[src/rtl/des_f_function_seq_if.sv]
// Handshake bundle for the sequential DES f-function stage.
// The slave modport is the stage; the master modport is the round logic driving it.
interface des_f_function_seq_if;
    logic        i_valid;
    logic        o_ready;
    logic [31:0] i_r;
    logic [47:0] i_subkey;
    logic        o_valid;
    logic        i_ready;
    logic [31:0] o_f;

    modport slave  (input  i_valid, i_r, i_subkey, i_ready,
                    output o_ready, o_valid, o_f);
    modport master (output i_valid, i_r, i_subkey, i_ready,
                    input  o_ready, o_valid, o_f);
endinterface

[src/rtl/des_f_function_seq.sv]
// Sequential DES round function: E-expand and key-mix in one cycle, then eight
// one-per-cycle S-box lookups, then the P permutation behind a valid/ready output.
module des_f_function_seq (
    input  logic                        i_clk,
    input  logic                        i_rst,
    des_f_function_seq_if.slave         bus
);
    localparam int E_TBL [48] = '{32, 1, 2, 3, 4, 5, 4, 5, 6, 7, 8, 9,
                                  8, 9,10,11,12,13,12,13,14,15,16,17,
                                 16,17,18,19,20,21,20,21,22,23,24,25,
                                 24,25,26,27,28,29,28,29,30,31,32, 1};
    localparam int P_TBL [32] = '{16, 7,20,21,29,12,28,17, 1,15,23,26, 5,18,31,10,
                                   2, 8,24,14,32,27, 3, 9,19,13,30, 6,22,11, 4,25};

    // Each table holds 64 nibbles, row-major, entry 0 in the top nibble.
    localparam logic [255:0] S1 = 256'hE4D12FB83A6C5907_0F74E2D1A6CB9538_41E8D62BFC973A50_FC8249175B3EA06D;
    localparam logic [255:0] S2 = 256'hF18E6B34972DC05A_3D47F28EC01A69B5_0E7BA4D158C6932F_D8A13F42B67C05E9;
    localparam logic [255:0] S3 = 256'hA09E63F51DC7B428_D709346A285ECBF1_D6498F30B12C5AE7_1AD069874FE3B52C;
    localparam logic [255:0] S4 = 256'h7DE3069A1285BC4F_D8B56F03472C1AE9_A690CB7DF13E5284_3F06A1D8945BC72E;
    localparam logic [255:0] S5 = 256'h2C417AB6853FD0E9_EB2C47D150FA3986_421BAD78F9C5630E_B8C71E2D6F09A453;
    localparam logic [255:0] S6 = 256'hC1AF92680D34E75B_AF427C9561DE0B38_9EF528C3704A1DB6_432C95FABE17608D;
    localparam logic [255:0] S7 = 256'h4B2EF08D3C975A61_D0B7491AE35C2F86_14BDC37EAF680592_6BD814A7950FE23C;
    localparam logic [255:0] S8 = 256'hD2846FB1A93E50C7_1FD8A374C56B0E92_7B419CE206ADF358_21E74A8DFC90356B;

    typedef enum logic [1:0] {IDLE, LOOKUP, DONE} state_t;

    function automatic logic [47:0] f_expand(input logic [31:0] r);
        logic [47:0] e;
        e = '0;
        for (int n = 1; n <= 48; n++) e[48-n] = r[32-E_TBL[n-1]];
        return e;
    endfunction

    function automatic logic [31:0] f_perm(input logic [31:0] s);
        logic [31:0] p;
        p = '0;
        for (int n = 1; n <= 32; n++) p[32-n] = s[32-P_TBL[n-1]];
        return p;
    endfunction

    function automatic logic [3:0] f_sbox(input logic [2:0] box, input logic [5:0] c);
        logic [255:0] t;
        logic [5:0]   idx;
        case (box)
            3'd0:    t = S1;
            3'd1:    t = S2;
            3'd2:    t = S3;
            3'd3:    t = S4;
            3'd4:    t = S5;
            3'd5:    t = S6;
            3'd6:    t = S7;
            default: t = S8;
        endcase
        idx = {c[5], c[0], c[4:1]};
        return t[255 - 4*int'(idx) -: 4];
    endfunction

    state_t      r_state;
    logic [47:0] r_x;
    logic [2:0]  r_n;
    logic [31:0] r_s;
    logic [31:0] r_f;
    logic        r_valid;
    logic [3:0]  w_nib;
    logic [31:0] w_s_next;

    // x and s_acc are kept as shift registers: the live chunk is always x[47:42]
    // and nibbles enter s_acc from the bottom, so after eight steps S1 lands on top.
    always_comb begin
        w_nib    = f_sbox(r_n, r_x[47:42]);
        w_s_next = {r_s[27:0], w_nib};
    end

    assign bus.o_ready = (r_state == IDLE) && !i_rst;
    assign bus.o_valid = r_valid;
    assign bus.o_f     = r_f;

    always_ff @(posedge i_clk) begin
        if (i_rst) begin
            r_state <= IDLE;
            r_x     <= '0;
            r_n     <= '0;
            r_s     <= '0;
            r_f     <= '0;
            r_valid <= 1'b0;
        end else begin
            case (r_state)
                IDLE: begin
                    if (bus.i_valid) begin
                        r_x     <= f_expand(bus.i_r) ^ bus.i_subkey;
                        r_n     <= '0;
                        r_s     <= '0;
                        r_state <= LOOKUP;
                    end
                end
                LOOKUP: begin
                    r_x <= r_x << 6;
                    r_s <= w_s_next;
                    r_n <= r_n + 3'd1;
                    if (r_n == 3'd7) begin
                        r_f     <= f_perm(w_s_next);
                        r_valid <= 1'b1;
                        r_state <= DONE;
                    end
                end
                DONE: begin
                    if (bus.i_ready) begin
                        r_valid <= 1'b0;
                        r_state <= IDLE;
                    end
                end
                default: r_state <= IDLE;
            endcase
        end
    end
endmodule

[src/flat_wrapper.sv]
// flat-port wrapper written by rule: the top's interface ports become plain ports
module des_f_function_seq_flat 
  (i_clk, i_rst, bus_i_valid, bus_i_r, bus_i_subkey, bus_i_ready, bus_o_ready, bus_o_valid, bus_o_f);
  des_f_function_seq_if bus_i ();
  input  logic i_clk;
  input  logic i_rst;
  input wire logic [$bits(bus_i.i_valid)-1:0] bus_i_valid;
  input wire logic [$bits(bus_i.i_r)-1:0] bus_i_r;
  input wire logic [$bits(bus_i.i_subkey)-1:0] bus_i_subkey;
  input wire logic [$bits(bus_i.i_ready)-1:0] bus_i_ready;
  output wire logic [$bits(bus_i.o_ready)-1:0] bus_o_ready;
  output wire logic [$bits(bus_i.o_valid)-1:0] bus_o_valid;
  output wire logic [$bits(bus_i.o_f)-1:0] bus_o_f;
  assign bus_i.i_valid = bus_i_valid;
  assign bus_i.i_r = bus_i_r;
  assign bus_i.i_subkey = bus_i_subkey;
  assign bus_i.i_ready = bus_i_ready;
  assign bus_o_ready = bus_i.o_ready;
  assign bus_o_valid = bus_i.o_valid;
  assign bus_o_f = bus_i.o_f;
  des_f_function_seq u_core (.i_clk(i_clk), .i_rst(i_rst), .bus(bus_i));
endmodule
[config.mk]
export PLATFORM = sky130hd
export DESIGN_NAME = des_f_function_seq_flat
export DESIGN_NICKNAME = d
export VERILOG_FILES = /design/src/rtl/des_f_function_seq_if.sv /design/src/rtl/des_f_function_seq.sv /design/src/flat_wrapper.sv
export SDC_FILE = /design/constraint.sdc
export NUM_CORES = 1
export LEC_CHECK = 0
export ABC_AREA = 1
export CAP_MARGIN = 20
export CORE_MARGIN = 2
export CORE_UTILIZATION = 45
export DETAILED_ROUTE_END_ITERATION = 6
export PLACE_DENSITY = 0.68
export SETUP_SLACK_MARGIN = 0.15
export SLEW_MARGIN = 20
export SYNTH_ARGS = -nofsm -noshare
export SYNTH_HDL_FRONTEND = slang
export SYNTH_SLANG_ARGS = --single-unit
export TNS_END_PERCENT = 1
[constraint.sdc]
create_clock -name i_clk -period 4.9 [get_ports i_clk]
set_input_delay 0.49 -clock i_clk [delete_from_list [all_inputs] [get_ports i_clk]]
set_output_delay 0.49 -clock i_clk [all_outputs]
set_load 0.01 [all_outputs]
==> results.toml <==
[run_status]
run_status = "completed"

[global_routing]
grt.total_usage = 0.350
grt_pass1_vias = 8853
grt_pass1_wl_mm = 49.4
grt_overflow = 0
antenna_found_initial = 0
grt_max_degree = 63

[clocking]
cts_buffer_depth = 2
post_cts_resized = 0
numCtsBuffers = 17
post_cts_buffers = 0
worstSkewPairLatency_ns = 0.43
clock-sinks = 114
cts_hold_buffers = 0
htree_levels = 4
cts_tree = "yes"
root_buffer = "clkbuf_16"
clk_pin_slew_ns = 0.06

[worst_setup_path]
r2r_cells = 16
path_max_fanout = 20
worst_setup_path_start_kind = "register"
r2r-start = "u_core.r_n[2]"
critPathCaptureType = "register"
path_class = "reg -> reg"
reg2reg_to = "u_core.r_s[0]"
critPathArrivalTime_ns = 4.29
required_ns = 5.25
reg2reg_setup_slack_ns = 0.95

[hold_path]
holdCritPathClass = "reg -> reg"
hp-start = "u_core.bus.o_f[31]"
whs_endpoint = "u_core.bus.o_f[31]"
hold_depth = 2

[timing]
worst-slew-pin-transition_ns = 1.09
hold_violations = 0
slew_headroom = 0.274
clock.fmax_mhz = 253
fin_crit_sh = 0.805
finalSetupTns_ns = 0
period_needed_ns = 3.95
final-setup-viol-count = 0
skew_ns = 0.0126
rsz0062_at_grt = "no"
drv_slew = 0

[floorplanning]
dieArea_um2 = 18600
core_um2 = 17200
initial_utilization = 0.457
num_rows = 48
dieHeight_um = 136
pin_count = 118
die_w_um = 136

[finish]
ff_latch_area_um2 = 2280
design_area_um2 = 9720
syn_to_final_growth_pct = 23.3
layout.nets = 1463
drive_above_1_share = 0.0552
nFillCells = 1760
multi_input_area_um2 = 4850
antenna_cells = 0

[run]
maxCapViolCount = 0

[logic_synthesis]
synth.distinct_cells = 41
ys_seq_elements = 114
ys_warn_count = 0
yosysSeqAreaShare = 0.290
synth-edff-count = 0
postSynthCellCount = 1291
avgSynthCellArea_um2 = 6.11
synth_area_um2 = 7880
ys.flop_type = "dfxtp_1"
synth_nets = 1389
postSynth.asyncResetShare = 0

[placement]
hpwl_mm = 22.2
dpl_cell_area_um2 = 9150
routabilityCongestion = 1.12
io_buffers = 117

[detailed_routing]
ant_nets = 0
drt_wl_total_mm = 31.6
routedWlPerCell_um = 19.7
dr.pass1.iters = 5
drc = 0
dr_total_vias = 9306
viasPerCell = 5.81
drtIter0Drc = 885

[power_and_ir_drop]
p_leak_uw = 0.00426
irDropWorstVdd_v = 0.000230
power_density_nw_per_um2 = 314
## cells by family after synthesis
group,share of synthesized area
simple gates,0.388
compound gates,0.145
buf+inv,0.0973
flops,0.290
xor+xnor,0.0533
fa+ha+maj,0.0260
## how the worst max path moves through the flow
stage	startpoint	cells after the start	slack, ns	to
floorplan	u_core.r_n[0]	18	2.29	u_core.r_s[1]
global route	u_core.r_n[2]	16	0.78	u_core.r_s[0]
global placement	u_core.r_n[2]	16	1.17	u_core.r_s[3]
finish	u_core.r_n[2]	16	0.95	u_core.r_s[0]
CTS	u_core.r_n[2]	16	1.16	u_core.r_s[0]
detailed placement	u_core.r_n[2]	16	1.17	u_core.r_s[0]
## cell usage in the layout, fill, tap and decap left out, types with 3 or more instances in the layout
| cell | count |
|---|---|
| o22ai_1 | 11 |
| inv_6 | 4 |
| nand2_2 | 4 |
| xnor2_1 | 18 |
| clkinvlp_4 | 5 |
| inv_1 | 100 |
| buf_4 | 22 |
| nor2_4 | 3 |
| nand3_1 | 178 |
| inv_2 | 4 |
| nand2_1 | 395 |
| or2_2 | 3 |
| dfxtp_1 | 113 |
| nand3b_1 | 5 |
| fa_1 | 4 |
| nand4_1 | 13 |
| a221oi_1 | 14 |
| clkinv_2 | 3 |
| o21ai_0 | 39 |
| nor3_1 | 4 |
| ha_1 | 10 |
| a22oi_1 | 7 |
| nor2_1 | 117 |
| clkdlybuf4s50_1 | 116 |
| o21bai_1 | 5 |
| a21oi_1 | 98 |
| xor2_1 | 30 |
| clkinv_1 | 4 |
| clkbuf_16 | 17 |
| a31oi_1 | 3 |
| o221ai_1 | 11 |
## layer usage
metal / GRT usage / share of wire / vias up / wire (um)
met5: 0 / 0 / - / 0
met4: 0.223 / 0.067 / 0 / 2100
met3: 0.0977 / 0.11 / 165 / 3330
met2: 0.510 / 0.43 / 606 / 13500
met1: 0.453 / 0.40 / 4175 / 12600
li1: - / - / 4360 / -
## power by group
group          switching (uW)  internal (uW)  total [uW]
Clock                     481            715        1200
Combinational             569            289         858
Sequential               32.4            966         999
## per-stage QoR
step | worst slack, ns | utilization | power [uW] | std cells | hold WS, ns
after detailed placement | 1.17 | 0.531 | 1840 | 1571 | 0.453
after CTS | 1.16 | 0.564 | 3030 | 1603 | 0.462
after global placement | 1.17 | 0.531 | 1850 | 1571 | 0.450
after global routing | 0.780 | 0.564 | 3180 | 1603 | 0.478
after floorplan | 2.29 | - | 1550 | 1291 | 0.441
final | 0.954 | 0.564 | 3050 | 1603 | 0.459
## synthesized netlist by cell type (3+ instances only)
| cell | instances | area share |
|---|---|---|
| a21oi_1 | 98 | 0.062 |
| a221oi_1 | 14 | 0.016 |
| a22oi_1 | 7 | 0.0067 |
| a31oi_1 | 3 | 0.0024 |
| buf_1 | 11 | 0.0052 |
| buf_2 | 10 | 0.0063 |
| buf_4 | 3 | 0.0029 |
| buf_6 | 3 | 0.0043 |
| clkbuf_1 | 57 | 0.027 |
| clkinv_1 | 4 | 0.0019 |
| dfxtp_1 | 114 | 0.29 |
| fa_1 | 4 | 0.010 |
| ha_1 | 10 | 0.016 |
| inv_1 | 100 | 0.048 |
| inv_2 | 4 | 0.0019 |
| nand2_1 | 395 | 0.19 |
| nand2_2 | 4 | 0.0032 |
| nand3_1 | 178 | 0.11 |
| nand3b_1 | 5 | 0.0048 |
| nand4_1 | 13 | 0.010 |
| nor2_1 | 120 | 0.057 |
| nor3_1 | 4 | 0.0025 |
| o21ai_0 | 39 | 0.025 |
| o21bai_1 | 5 | 0.0048 |
| o221ai_1 | 11 | 0.012 |
| o22ai_1 | 11 | 0.0087 |
| or2_2 | 3 | 0.0024 |
| xnor2_1 | 18 | 0.020 |
| xor2_1 | 30 | 0.033 |
## final cells by class
class	instances	area share
clock buffer	18	0.0452
inverter	108	0.0417
multi-input combinational	985	0.499
timing repair buffer	139	0.137
tap	225	0.0290
sequential	114	0.235
clock inverter	14	0.0133
## worst max-delay path: stages, from the launching register on
cell and delay (ns):
dfxtp_1 0.82, inv_2 0.26, ha_1 0.38, inv_1 0.23, nand2_1 0.23, nor2_4 0.25, nand2_2 0.29, buf_4 0.31
nand3_1 0.23, nand3_1 0.16, nand3_1 0.12, nand3_1 0.09, nand3_1 0.12, nand3_1 0.09, nand2_1 0.10, nand2_1 0.05
a21oi_1 0.13
## registers in the layout (all words and copies together) (netlist names)
name and cells:
u_core.r_s 28, u_core.r_x 48, u_core.bus.o_valid 1, u_core.r_state 2, u_core.r_n 3, u_core.bus.o_f 32
Note: power is estimated with default switching activity, not from simulation.
